--- src/rtl/ascan_frame_sched.sv ---
// ascan_frame_sched: on each accepted sync, interleaves enabled A-scan packer streams into one 32-bit header+payload stream.
// Latency: the first header is visible the cycle after the accepted sync; payload is a combinational pass-through of the selected channel.
// Backpressure: i_out_rdy drives only the selected channel's o_ch_rdy; output is held while o_out_vld & ~i_out_rdy; stalls wait forever.
module ascan_frame_sched #(
    parameter int N  = 4,
    parameter int CW = 4
) (
    input  logic            clk,
    input  logic            rst,
    input  logic            i_sync,
    input  logic [N-1:0]    i_ch_en,
    input  logic [15:0]     i_words,
    output logic            o_ch_sync,
    input  logic [N*32-1:0] i_ch_data,
    input  logic [N-1:0]    i_ch_vld,
    output logic [N-1:0]    o_ch_rdy,
    output logic [31:0]     o_out_data,
    output logic            o_out_vld,
    input  logic            i_out_rdy,
    output logic            o_busy,
    output logic            o_done,
    output logic            o_overrun
);

    localparam logic [1:0] ST_IDLE = 2'd0;
    localparam logic [1:0] ST_HDR  = 2'd1;
    localparam logic [1:0] ST_DATA = 2'd2;
    localparam logic [1:0] ST_FIN  = 2'd3;

    // Header as it appears on the wire: magic byte in the lowest byte, words
    // field byte-swapped into the top half.
    typedef struct packed {
        logic [7:0] words_lo;
        logic [7:0] words_hi;
        logic [3:0] seq;
        logic [3:0] ch;
        logic [7:0] magic;
    } hdr_t;

    logic [1:0]   state;
    logic [3:0]   seq;
    logic [N-1:0] mask;
    logic [15:0]  words;
    logic [3:0]   ch;
    logic [15:0]  cnt;

    logic [3:0]   first_ch;
    logic         first_vld;
    logic [3:0]   next_ch;
    logic         next_vld;
    logic [31:0]  sel_data;
    logic         sel_vld;
    logic [3:0]   hdr_ch;
    hdr_t         hdr;

    // Lowest enabled channel of the incoming mask, and lowest latched channel above the current one.
    always_comb begin
        first_ch  = '0;
        first_vld = 1'b0;
        next_ch   = '0;
        next_vld  = 1'b0;
        for (int k = N - 1; k >= 0; k--) begin
            if (i_ch_en[k]) begin
                first_ch  = 4'(k);
                first_vld = 1'b1;
            end
            if (mask[k] && (4'(k) > ch)) begin
                next_ch  = 4'(k);
                next_vld = 1'b1;
            end
        end
    end

    // Word and valid of the channel currently being drained.
    always_comb begin
        sel_data = '0;
        sel_vld  = 1'b0;
        for (int k = 0; k < N; k++) begin
            if (ch == 4'(k)) begin
                sel_data = i_ch_data[32*k +: 32];
                sel_vld  = i_ch_vld[k];
            end
        end
    end

    // Assemble the frame header; the channel field is only CW bits wide.
    always_comb begin
        hdr_ch             = '0;
        hdr_ch[CW-1:0]     = ch[CW-1:0];
        hdr.words_lo       = words[7:0];
        hdr.words_hi       = words[15:8];
        hdr.seq            = seq;
        hdr.ch             = hdr_ch;
        hdr.magic          = 8'hA5;
    end

    // Output mux: header in HDR, selected channel pass-through in DATA, quiet otherwise.
    always_comb begin
        o_out_vld  = 1'b0;
        o_out_data = '0;
        o_ch_rdy   = '0;
        case (state)
            ST_HDR: begin
                o_out_vld  = 1'b1;
                o_out_data = hdr;
            end
            ST_DATA: begin
                o_out_vld  = sel_vld;
                o_out_data = sel_data;
                for (int k = 0; k < N; k++) begin
                    o_ch_rdy[k] = (ch == 4'(k)) && i_out_rdy;
                end
            end
            default: begin
            end
        endcase
    end

    assign o_ch_sync = i_sync && (state == ST_IDLE);
    assign o_busy    = (state != ST_IDLE);

    // Scan-cycle sequencer plus the registered done/overrun pulses.
    always_ff @(posedge clk or posedge rst) begin
        if (rst) begin
            state     <= ST_IDLE;
            seq       <= '0;
            mask      <= '0;
            words     <= '0;
            ch        <= '0;
            cnt       <= '0;
            o_done    <= 1'b0;
            o_overrun <= 1'b0;
        end else begin
            o_done    <= (state == ST_FIN);
            o_overrun <= i_sync && (state != ST_IDLE);
            case (state)
                ST_IDLE: begin
                    if (i_sync) begin
                        mask  <= i_ch_en;
                        words <= i_words;
                        cnt   <= '0;
                        if (first_vld) begin
                            ch    <= first_ch;
                            state <= ST_HDR;
                        end else begin
                            state <= ST_FIN;
                        end
                    end
                end
                ST_HDR: begin
                    if (i_out_rdy) begin
                        if (words != 16'd0) begin
                            cnt   <= '0;
                            state <= ST_DATA;
                        end else begin
                            ch    <= next_ch;
                            state <= next_vld ? ST_HDR : ST_FIN;
                        end
                    end
                end
                ST_DATA: begin
                    if (sel_vld && i_out_rdy) begin
                        cnt <= cnt + 16'd1;
                        // Last payload word goes straight to the next header, no bubble.
                        if (cnt == words - 16'd1) begin
                            ch    <= next_ch;
                            state <= next_vld ? ST_HDR : ST_FIN;
                        end
                    end
                end
                ST_FIN: begin
                    seq   <= seq + 4'd1;
                    state <= ST_IDLE;
                end
                default: state <= ST_IDLE;
            endcase
        end
    end

endmodule
--- config.mk ---
export PLATFORM = sky130hd
export DESIGN_NAME = ascan_frame_sched
export DESIGN_NICKNAME = d
export VERILOG_FILES = /design/src/rtl/ascan_frame_sched.sv
export SDC_FILE = /design/constraint.sdc
export NUM_CORES = 1
export LEC_CHECK = 0
export CELL_PAD_IN_SITES_DETAIL_PLACEMENT = 0
export CELL_PAD_IN_SITES_GLOBAL_PLACEMENT = 1
export CORE_UTILIZATION = 33
export CTS_CLUSTER_SIZE = 12
export DETAILED_ROUTE_END_ITERATION = 7
export GPL_TIMING_DRIVEN = 0
export PLACE_DENSITY = 0.92
export SYNTH_ARGS = -nofsm -noshare
export SYNTH_HDL_FRONTEND = slang
export SYNTH_SLANG_ARGS = --single-unit
--- constraint.sdc ---
create_clock -name clk -period 5.15 [get_ports clk]
set_clock_uncertainty 0.1 [all_clocks]
set_input_delay 1.03 -clock clk [delete_from_list [all_inputs] [get_ports clk]]
set_output_delay 1.03 -clock clk [all_outputs]
set_load 0.01 [all_outputs]
* Word-level counts from Yosys, hierarchy flattened
Index checks and enable logic that the tools add are counted.
Word-level totals: flip-flop bits (word level) 48
Operators by class: add/subtract/negate cells 3, magnitude comparators 4, equal/unequal tests 14, muxes and demuxes 47, reductions and logical operators 20
Operator list (count):
- 32-bit 2-to-1 mux | 4
- 16-bit 2-to-1 mux | 4
- 32-bit case mux with 2 select lines | 1
- 4-bit 2-to-1 mux | 13
- 16-bit case mux with 3 select lines | 1
- 2-bit 2-to-1 mux | 9
- 16-bit by 1-bit adder with 16-bit output (second input constant) | 1
- 16-bit == test | 1
- 16-bit nonzero test | 1
- 16-bit by 1-bit subtractor with 16-bit output (second input constant) | 1
- 2-bit inequality test (second input constant) | 7
- 1-bit 2-to-1 mux | 12
- 4-bit case mux with 3 select lines | 1
- 1-bit logical AND | 11
- 4-bit by 2-bit == test with 1-bit output (second input constant) | 2
- 1-bit by 4-bit greater-than comparator with 1-bit output (first input constant) | 2
- 2-bit by 4-bit greater-than comparator with 1-bit output (first input constant) | 2
- 2-bit case mux with 4 select lines | 1
- 7-bit AND reduction | 1
- 5-bit AND reduction | 1
- 4-bit by 1-bit adder with 4-bit output (second input constant) | 1
- 2-bit == test (second input constant) | 2
- 4-bit by 1-bit == test with 1-bit output (second input constant) | 1
- 4-bit zero test | 1
- other kinds (7) | 7

* Longest topological paths before layout
depth after elaboration 10, gate-level depth with buffers 11, depth with buffers taken out 9

* Worst setup path before layout
OpenSTA, ideal clock, no wires.
kind register to output, from reg ch[0], to out o_out_data[15], arrival 1.829 ns, required time 4.020 ns, setup slack 2.191 ns, cell stages (with the launch flop) 5, path through dfrtp_1 -> clkbuf_1 -> buf_1 -> mux4_2 -> a22o_1
On the way: cells in the longest elaborated chain, start to end 6, elaborated cells between the ends (all ways) 9, those cells by class 3 x eq/ne; 5 x mux; 1 x reduce/logical
RTL lines:
- start: declaration | RTL line 44 | logic [3:0] ch;
- start signal: assignment | RTL line 143 | ch <= first_ch;
- start signal: assignment | RTL line 156 | ch <= next_ch;
- start signal: assignment | RTL line 166 | ch <= next_ch;
- 4-bit zero test | RTL line 79 | if (ch == 4'(k)) begin
- 32-bit 2-to-1 mux (3 in series) | RTL line 79
- 32-bit 2-to-1 mux * | RTL line 79
- 32-bit case mux with 2 select lines * | RTL line 102 | case (state)
- end: declaration | RTL line 17 | output logic [31:0] o_out_data,
Mark *: on every way between the ends. The rest lies on a longest branch, timed or not.

* Worst setup path after layout
from reg state[1], to out o_out_data[14]
On the way: cells in the longest elaborated chain, start to end 2, elaborated cells between the ends (all ways) 3, those cells by class 2 x eq/ne; 1 x mux
RTL lines:
- start: declaration | RTL line 40 | logic [1:0] state;
- start signal: assignment | RTL line 157 | state <= next_vld ? ST_HDR : ST_FIN;
- start signal: assignment | RTL line 167 | state <= next_vld ? ST_HDR : ST_FIN;
- 2-bit == test / 2-bit by 1-bit == test with 1-bit output (equally long branches) | RTL line 102
- 32-bit case mux with 2 select lines * | RTL line 102
Marks and branches as above.

==> flow_summary_export.csv <==
group,metric,value,unit
worst_setup_path,path_cells,"inv_1 > ha_1 > clkbuf_1 > and2_1 > clkbuf_1 > clkbuf_1 > a22o_1 > clkdlybuf4s50_1",
sta,rsz0062_at_grt,"false",
worst_hold_path,hold_class,"flop to flop",
clock_network,postCtsHoldBufs,0,
sta,tns,0,ns
power,p_leak,2.44,nW
layout,nNetsFinal,779,
worst_setup_path,critPathMaxFanout,10,
drt,highest_layer,"met4",
global_route,grt_pass1_wl,23400,um
synthesis,synth_seq_area_share,0.279,
clock_network,cts_made_buffers,5,
worst_setup_path,start_kind,"flop",
worst_setup_path,critPathKind,"flop to output pin",
floorplanning,die_x,113,um
worst_setup_path,cp_slowest_cell,"clkdlybuf4s50_1",
sta,slew_headroom,0.396,
clock_network,clock-root-buffer,"clkbuf_16",
drt,vias,4247,
worst_setup_path,worst_path_most_repeated_cell,"clkbuf_1",
job,maxCapViolCount,0,
clock_network,clk_path_buf_depth,2,
worst_hold_path,whs_path_depth,1,
drt,met3_length,1180,um
placement,place_area,6210,sq um
power,p_total,0.00313,W
placement,hpwl,12100,um
worst_setup_path,critPathRequiredTime,4.02,ns
synthesis,yosysWarningCount,0,
floorplanning,core,12000,sq um
floorplanning,io_pins,197,
layout,finalInstanceArea,6380,sq um
drt,drtIter0Drc,231,
sta,clock.fmax,234,MHz
drt,via_per_inst,5.56,
power,pwr_density_cell,491,nW/um^2
layout,final_common_cell,"clkdlybuf4s50_1",
global_route,grt.overflow.total,0,
drt,wl,15000,um
layout,area_delta_synth_final,57.8,%
placement,gp_congestion,0.900,
drt,routed-wl-met2,7150,um
placement,portBuffers,196,
drt,drc,0,
synthesis,async_flop_share,1.00,
synthesis,ys.flop_type,"dfrtp_1",
floorplanning,num_rows,40,
global_route,grt_max_degree,37,
sta,slew_viol_final,0,
sta,tightest_slew,0.906,ns
outcome,status,"completed",
worst_setup_path,worst-path-buf-inv,5,
worst_setup_path,crit_arrival,3.14,ns
sta,setup_violations,0,
clock_network,cts_resized,0,
drt,first_pass_iters,4,
global_route,grt_pass1_vias,4332,
clock_network,htreeDepth,2,
worst_setup_path,max_stage_delay,0.57,ns
clock_network,cts_tree,"built",
worst_setup_path,timing.critical_path.depth,8,
sta,min_period_over_period,0.829,
layout,antenna_cells,0,
layout,final_cell_mix,"196 x clkdlybuf4s50_1, 45 x dfrtp_1, 33 x mux4_2",
global_route,antenna_found_initial,0,
drt,wl_per_cell,19.6,um
synthesis,yosysUniqueCellTypes,58,
clock_network,clk_pin_slew,0.06,ns
worst_setup_path,end_kind,"output pin",
power,peakVddDrop,249,uV
floorplanning,initial_core_util,0.338,
sta,hold_viol,0,
synthesis,syn_nets,575,
sta,finalCriticalPeriod,4.27,ns
synthesis,synthCells,412,
clock_network,cts.sinks,45,
floorplanning,die-area,12700,sq um
worst_setup_path,ff2ff_path_depth,10,
synthesis,synth-edff-count,0,
layout,drive_above_1_share,0.117,
drt,antenna_left,0,
global_route,grtUsageTotal,0.238,
clock_network,post_cts_buffers,0,
synthesis,synth-seq-cells,45,
worst_setup_path,cp_top_family,"buffers and inverters",
drt,wl_met1,6500,um
clock_network,worstSkewPairLatency,0.29,ns
floorplanning,die_h,113,um
synthesis,synth_area,4040,sq um
synthesis,syn_avg_cell_area,9.81,sq um
## cells in the mapped netlist (2+ instances only)
library cell	n	share of area
dfrtp_1	45	0.28
mux4_2	33	0.18
a22o_1	27	0.058
clkbuf_1	27	0.025
nand2_1	27	0.025
nor2_1	26	0.024
xnor2_1	24	0.052
inv_1	18	0.017
mux2_2	15	0.042
nor3_1	15	0.019
a21oi_1	14	0.017
nand3_1	13	0.016
o21ai_0	13	0.016
nor2b_1	9	0.014
a21o_1	8	0.015
and2_1	8	0.012
xor2_1	8	0.017
ha_1	7	0.022
nand4_1	7	0.011
and3_1	5	0.0077
or3_1	5	0.0077
buf_1	4	0.0037
nor4_1	4	0.0062
or4_1	4	0.0074
buf_2	3	0.0037
a2111oi_0	2	0.0043
a211oi_1	2	0.0037
a2bb2oi_1	2	0.0043
a311oi_1	2	0.0043
a31oi_1	2	0.0031
mux2i_1	2	0.0050
nand3b_1	2	0.0037
o22a_1	2	0.0043
o41ai_1	2	0.0043
or2_2	2	0.0031
## worst paths after layout
kind / startpoint / end / slack (ns)
setup / recovery: state[1] / o_out_data[14] / 0.88
hold / removal: seq[3] / seq[3] / 0.40
setup reg to reg: words[0] / cnt[14] / 1.60
hold reg to reg: seq[3] / seq[3] / 0.40
max in group asynchronous: rst / words[14] / 3.58
min in group asynchronous: rst / mask[3] / 0.90
## final cells by class
cell class	count	area (sq um)
plain buffers	34	131
inverters	18	67.6
fillers	1075	5580
well taps	147	184
clock buffers	7	143
clock inverters	1	30.0
flip-flops and latches	45	1130
multi-input cells	315	2720
repair buffers	197	1980
## logic make-up after synthesis
group | synth area share
buffers and inverters | 0.0492
AO/OA/AOI/OAI | 0.168
AND/OR/NAND/NOR | 0.183
multiplexers | 0.231
flip-flops | 0.279
adder cells (fa/ha/maj) | 0.0217
XOR/XNOR | 0.0693
## per-layer routing
layer / global-route usage / vias to the layer above
met5: 0 / -
met4: 0.0453 / 0
met3: 0.0529 / 19
met2: 0.383 / 172
met1: 0.328 / 2093
li1: - / 1963
## flip-flops by register name (all words and copies together), names as in the netlist
register   cells
cnt           16
words         16
seq            4
mask           3
ch             2
state          2
o_done         1
o_overrun      1
## metrics by stage
stage,utilization,hold WS [ns],cells,setup WS (ns)
final,0.533,0.401,764,0.881
after CTS,0.533,0.407,764,0.927
after global routing,0.533,0.437,764,0.726
after detailed placement,0.519,0.385,756,1.05
after global placement,0.517,0.371,755,1.05
after floorplan,-,0.346,412,2.19
## power by group
group | internal (W) | switching [W] | total, W
Sequential | 0.000473 | 0.000151 | 0.000624
Combinational | 0.00108 | 0.00106 | 0.00214
Clock | 0.000242 | 0.000132 | 0.000375
Total | 0.00179 | 0.00134 | 0.00313
(Power assumes the default switching activity.)
